File: config.mk
export PLATFORM = sky130hd
export DESIGN_NAME = bcd_xs3_seq
export DESIGN_NICKNAME = d
export VERILOG_FILES = /design/src/rtl/bcd_xs3_seq.sv
export SDC_FILE = /design/constraint.sdc
export NUM_CORES = 1
export LEC_CHECK = 0
export BUFFER_PORTS_ARGS = -buffer_cell sky130_fd_sc_hd__clkbuf_2
export CAP_MARGIN = 15
export CELL_PAD_IN_SITES_DETAIL_PLACEMENT = 1
export CELL_PAD_IN_SITES_GLOBAL_PLACEMENT = 1
export CORE_AREA = 5 5 74 76
export DETAILED_ROUTE_END_ITERATION = 16
export DIE_AREA = 0 0 79 81
export PLACE_DENSITY_LB_ADDON = 0.1
export SYNTH_ARGS = -nofsm -noshare
export SYNTH_HDL_FRONTEND = slang
export SYNTH_SLANG_ARGS = --single-unit
File: constraint.sdc
create_clock -name clk -period 1.86 [get_ports clk]
set_clock_uncertainty 0.1 [all_clocks]
set_input_delay 0.372 -clock clk [delete_from_list [all_inputs] [get_ports clk]]
set_output_delay 0.372 -clock clk [all_outputs]
set_load 0.02 [all_outputs]
File: src/rtl/bcd_xs3_seq.sv
// bcd_xs3_seq: multi-digit BCD to Excess-3 converter time-sharing one digit converter, LSD first
module bcd_xs3_seq #(
  parameter int DIGITS = 4
) (
  input  logic                  clk,
  input  logic                  rst,
  input  logic                  in_valid,
  output logic                  in_ready,
  input  logic [4*DIGITS-1:0]   in_bcd,
  output logic                  out_valid,
  input  logic                  out_ready,
  output logic [4*DIGITS-1:0]   out_xs3,
  output logic [DIGITS-1:0]     out_err_mask,
  output logic                  out_err,
  output logic                  busy
);
  localparam int W  = 4 * DIGITS;
  localparam int CW = $clog2(DIGITS);
  localparam logic [CW-1:0] LAST = CW'(DIGITS - 1);
  typedef enum logic [1:0] {IDLE, CONV, DONE} state_t;
  state_t          r_state, w_next;
  logic [W-1:0]    r_src, r_xs3;
  logic [DIGITS-1:0] r_err;
  logic [CW-1:0]   r_cnt;
  logic [3:0]      w_dig, w_res;
  logic            w_bad, w_last;
  assign w_dig  = r_src[3:0];
  assign w_bad  = w_dig > 4'd9;
  assign w_res  = w_bad ? 4'd0 : w_dig + 4'd3;
  assign w_last = r_cnt == LAST;
  // state register
  always_ff @(posedge clk or posedge rst)
    if (rst) r_state <= IDLE;
    else     r_state <= w_next;
  // next-state decode; input is only taken in IDLE and output only released in DONE
  always_comb begin
    w_next = r_state;
    case (r_state)
      IDLE:    w_next = in_valid ? CONV : IDLE;
      CONV:    w_next = w_last ? DONE : CONV;
      DONE:    w_next = out_ready ? IDLE : DONE;
      default: w_next = IDLE;
    endcase
  end
  // datapath: load on accept, then shift one converted digit in from the top per CONV cycle
  always_ff @(posedge clk or posedge rst)
    if (rst) begin
      r_src <= '0;
      r_xs3 <= '0;
      r_err <= '0;
      r_cnt <= '0;
    end else if (r_state == IDLE && in_valid) begin
      r_src <= in_bcd;
      r_xs3 <= '0;
      r_err <= '0;
      r_cnt <= '0;
    end else if (r_state == CONV) begin
      r_src        <= r_src >> 4;
      r_xs3        <= {w_res, r_xs3[W-1:4]};
      r_err[r_cnt] <= w_bad;
      r_cnt        <= w_last ? r_cnt : r_cnt + 1'b1;
    end
  assign in_ready     = r_state == IDLE;
  assign busy         = r_state != IDLE;
  assign out_valid    = r_state == DONE;
  assign out_xs3      = r_xs3;
  assign out_err_mask = r_err;
  assign out_err      = |r_err;
endmodule

==> flow_metrics.tcl, run 1 <==
set metrics [dict create \
    power_density_nw_per_um2 1888 \
    routedWlPerCell_um 16.17 \
    rr_startpoint "r_src[0]" \
    post_dp_cell_area_sq_um 2029 \
    leakage_nw 1.180 \
    hold_viol 0 \
    relSlewSlack_pct 55.11 \
    rows 25 \
    worstPathRequired_ns 1.39 \
    cts_sinks 40 \
    pin_count 44 \
    ys_seq_elements 40 \
    syn_area_sq_um 1770 \
    end_kind "output pin" \
    pre_cts_ws_ns 0.04597 \
    clockBufferDepth 2 \
    synth-seq-area-share_pct 56.54 \
    final_common_cell "nand2_1" \
    design_area_sq_um 2168 \
    rrSetupSlack_ns 0.19 \
    fmax_mhz 546.0 \
    synth-simple-area-share_pct 22.61 \
    avgSynthCellArea_sq_um 9.675 \
    synth-compound-area-share_pct 11.59 \
    coreArea_sq_um 4661 \
    async_flop_share_pct 100.0 \
    drv_slew 0 \
    synth_edf_count 0 \
    antenna_left 0 \
    cts_made_buffers 5 \
    arrival_ns 1.36 \
    port-buffer-count 43 \
    drive_gt1_share_pct 27.04 \
    die_h_um 81 \
    firstDrtPassIters 4 \
    rr_worst_depth 5 \
    synthFlopType "dfrtp_1" \
    muxShareOfSynthArea_pct 0 \
    path_clk_slew_ns 0.08 \
    worstSetupPathType "reg -> out" \
    syn_to_final_growth_pct 22.47 \
    cts_hold_buf 0 \
    status "finished, final reports clean" \
    post-route-period-util_pct 98.47 \
    cts_tree "built" \
    setup_ws_ns 0.02839 \
    drt-initial-drc-count 29 \
    crit_fanout 3 \
    clkLatencyLatePin_ns 0.28 \
    worst_pin_slew_ns 0.6727 \
    synthAdderAreaFrac_pct 4.240 \
    grt_pass1_wl_um 7817 \
    drv_cap 0 \
    clock-root-buffer "clkbuf_8" \
    final-setup-viol-count 0 \
    min_period_ns 1.832 \
    yosysUniqueCellTypes 27 \
    ys_warn_count 0 \
    die_w_um 79 \
    max_stage_delay_ns 0.54 \
    grtUsageTotal_pct 15.45 \
    start_util_pct 37.99 \
    synth_top_family_by_area "simple AND/OR/NAND/NOR gates" \
    final_nets 258 \
    r2r-end "out_err_mask[2]" \
    synth-xor-area-share_pct 0.4947 \
    die_area_sq_um 6399 \
    grt_pass1_vias 1644 \
    syn-num-nets 209 \
    gp_congestion 0.7544 \
    grt_start_max_net_pins 41 \
    syn_inst 183 \
    routed_wl_um 4640 \
    hpwl_um 3369 \
    cpMaxStageDelayCell "or4_4" \
    vias 1475 \
    hold_path_class "in -> async" \
    drc 0 \
    htree_levels 2 \
    overflow 0 \
    start_kind "flop" \
    via_per_inst 5.139 \
    critical_path.cell_chain "or4_4 > buf_6" \
    antenna_found_initial 0 \
    ir_drop_mv 0.5570 \
    n_antenna_cell 0 \
    final_cell_mix "nand2_1, clkbuf_2, dfrtp_1" \
]
worst max path at each step:
| stage | startpoint | to | slack [ns] |
|---|---|---|---|
| after floorplan | out_err_mask[0] | out_err | 0.29 |
| after global placement | in_valid | r_src[0] | 0.14 |
| after detailed placement | r_state[0] | r_src[10] | 0.05 |
| after CTS | r_state[1] | r_src[10] | 0.004 |
| after global routing | out_err_mask[1] | out_err | -0.01 |
| final | out_err_mask[1] | out_err | 0.03 |
kinds of logic (layout without fill, tap and decap cells):
logic type,after synthesis,after routing
xor gates and xnor gates,1,1
and+or+nand+nor,92,92
AOI/OAI and AO/OA,28,28
buffers and inverters,16,66
adders and majority gates,6,6
DFF,40,40
stage by stage:
stage / power [mW] / std cells / setup TNS, ns / hold slack, ns / utilization [%]
after floorplan: 2.783 / 183 / 0 / 0.3468 / -
after global placement: 3.284 / 275 / 0 / 0.3630 / 43.54
after detailed placement: 3.426 / 275 / 0 / 0.3674 / 43.54
after CTS: 4.030 / 283 / 0 / 0.1179 / 45.53
after global routing: 4.441 / 287 / -0.009763 / 0.1389 / 46.52
final: 4.093 / 287 / 0 / 0.09221 / 46.52
report_power, final:
group / internal (mW) / switching (mW)
Combinational: 0.748 / 1.23
Clock: 0.296 / 0.289
Sequential: 1.24 / 0.291
sequential cells by signal, summed over array words and instances (netlist names):
register,flops
r_cnt,2
out_xs3,16
r_src,16
out_err_mask,4
r_state,2
cell type report:
class / count / area, sq um
timing repair buffer: 51 / 281.5
sequential: 40 / 1001
inverter: 7 / 26.28
fill: 553 / 2492
multi-input combinational: 127 / 699.4
tap: 54 / 67.56
clock inverter: 2 / 10.01
clock buffer: 6 / 82.58
cells in the mapped netlist (all sizes together) (2+ instances only):
cell     n  share of area (%)
nand3   16                4.5
nand2   65                 14
inv      7                1.5
o21ai    6                1.7
buf      9                3.0
ha       6                4.2
nor2     2               0.42
a22oi   12                5.1
a32o     4                2.3
nand2b   2               0.71
dfrtp   40                 57
what timing repair did:
item / in CTS / in global routing
setup buffers: 0 / 3
setup endpoints to repair: 0 / 13
resized for setup: 0 / 5
critical path, delay by kind of cell (launching register included):
family	cells	cell delay [ns]
simple gates	1	0.54
flops	1	0.40
buf+inv	1	0.14
metal layers:
metal | global-route usage [%] | vias to the layer above | part of all wire [%]
met5 | 0 | - | 0
met4 | 3.608 | 0 | 0.45
met3 | 3.548 | 2 | 3.9
met2 | 29.97 | 30 | 55
met1 | 17.02 | 737 | 41
li1 | - | 706 | -
(Power assumes the default switching activity.)
==> run 2, diff against run 1 <==
- CTS_BUF_LIST: not set -> sky130_fd_sc_hd__clkbuf_16
==> flow_metrics.tcl, run 2 (same netlist as run 1, synthesis figures left out) <==
set metrics [dict create \
    crit_fanout 3 \
    p_comb_share_pct 45.7 \
    post-route-period-util_pct 97.42 \
    gp_congestion 0.7544 \
    die_area_sq_um 6399 \
    rows 25 \
    p_clk_share_pct 18.7 \
    final_cell_mix "nand2_1, clkbuf_2, dfrtp_1" \
    hold_viol 0 \
    min_period_ns 1.812 \
    start_kind "flop" \
    firstDrtPassIters 4 \
    worstPathRequired_ns 1.39 \
    final_common_cell "nand2_1" \
    final_nets 257 \
    path_clk_slew_ns 0.06 \
    power_density_nw_per_um2 1948 \
    routedWlPerCell_um 16.14 \
    vias 1459 \
    netSwitchingFraction_pct 42.72 \
    die_h_um 81 \
    routed_wl_um 4617 \
    grt_pass1_vias 1644 \
    start_util_pct 37.99 \
    cts_tree "built" \
    hpwl_um 3369 \
    multi_input_area_sq_um 699.4 \
    hold_path_class "in -> async" \
    finalNonFillerCells 286 \
    clkLatencyLatePin_ns 0.27 \
    grtUsageTotal_pct 15.76 \
    arrival_ns 1.34 \
    drv_cap 0 \
    final-setup-viol-count 0 \
    p_int_mw 2.463 \
    regArea_sq_um 1001 \
    syn_to_final_growth_pct 24.66 \
    drv_slew 0 \
    ir_drop_mv 0.5965 \
    port-buffer-count 43 \
    clock-root-buffer "clkbuf_16" \
    die_w_um 79 \
    coreArea_sq_um 4661 \
    antenna_found_initial 0 \
    grt_pass1_wl_um 7900 \
    status "finished, final reports clean" \
    leakage_nw 1.195 \
    via_per_inst 5.101 \
    drt-initial-drc-count 51 \
    end_kind "output pin" \
    cts_made_buffers 5 \
    worstSetupPathType "reg -> out" \
    fillers 548 \
    pin_count 44 \
    n_antenna_cell 0 \
    clockBufferDepth 2 \
    worst_pin_slew_ns 0.6590 \
    grt_start_max_net_pins 41 \
    seqPwrFrac_pct 35.6 \
    drc 0 \
    hold_slack_ns 0.1121 \
    place_inst 275 \
    relSlewSlack_pct 56.02 \
    drive_gt1_share_pct 26.29 \
    cts_sinks 40 \
    htree_levels 2 \
    antenna_left 0 \
    switching_power_mw 1.837 \
    grt_setup_unrepaired "no" \
    tns_ns 0 \
    overflow 0 \
    fmax_mhz 551.9 \
]
run 2: cell count changes in the layout (fill, tap and decap cells not counted), sizes merged:
cell    delta
buf        -1
clkbuf     -1
clkinv     +1
run 2: per-stage QoR:
step           util, %  total power, mW  cell area (sq um)  worst slack (ns)
3_5_place_dp     43.54            3.426               2029           0.04597
4_1_cts          46.52            4.260               2168          0.007366
6_report         47.36            4.300               2207           0.04806
5_1_grt          47.36            4.662               2207           0.01023
2_1_floorplan        -            2.783               1770            0.2917
3_3_place_gp     43.54            3.284               2029            0.1380
run 2: path summary, 6_finish.rpt:
kind                              endpoint  cells past startpoint  slack (ns)             from
hold reg to reg                   r_src[4]                      2        0.38         r_src[4]
setup / recovery                   out_err                      2        0.05  out_err_mask[0]
setup reg to reg           out_err_mask[2]                      5        0.19         r_src[0]
hold / removal                  out_xs3[0]                      3        0.11              rst
min in group clk                 r_src[12]                      3        0.19       in_bcd[12]
max in group asynchronous         r_src[2]                      3        1.18              rst
run 2: power groups by stage:
stage                     Clock [mW]  Sequential [mW]  Combinational, mW
after global routing           0.866             1.59               2.21
after CTS                      0.829             1.53               1.90
after detailed placement           0             1.54               1.88
final                          0.803             1.53               1.97
after global placement             0             1.51               1.77
after floorplan                    0             1.68               1.10
run 2: timing repair:
item,4_1_cts,5_1_grt
hold endpoints to repair,0,0
gates resized for setup,0,5
endpoints found under the setup margin,0,13
buffers inserted,0,2
hold buffers,0,0
run 2: cell type report:
| cell class | instances | share of cell area (%) |
|---|---|---|
| tap | 54 | 3.061 |
| inverter | 7 | 1.190 |
| timing repair buffer | 50 | 12.41 |
| clock buffer | 5 | 5.669 |
| sequential | 40 | 45.35 |
| clock inverter | 3 | 0.6236 |
| multi-input combinational | 127 | 31.69 |
run 2: routing by layer:
layer | track usage (%) | share of wire (%)
met5 | 0 | 0
met4 | 4.124 | 0.41
met3 | 3.880 | 4.3
met2 | 29.71 | 54
met1 | 17.72 | 42
run 2: worst max-delay path: stages, from the launching register on:
cell	delay (ns)
dfrtp_1	0.39
or4_4	0.53
buf_6	0.14
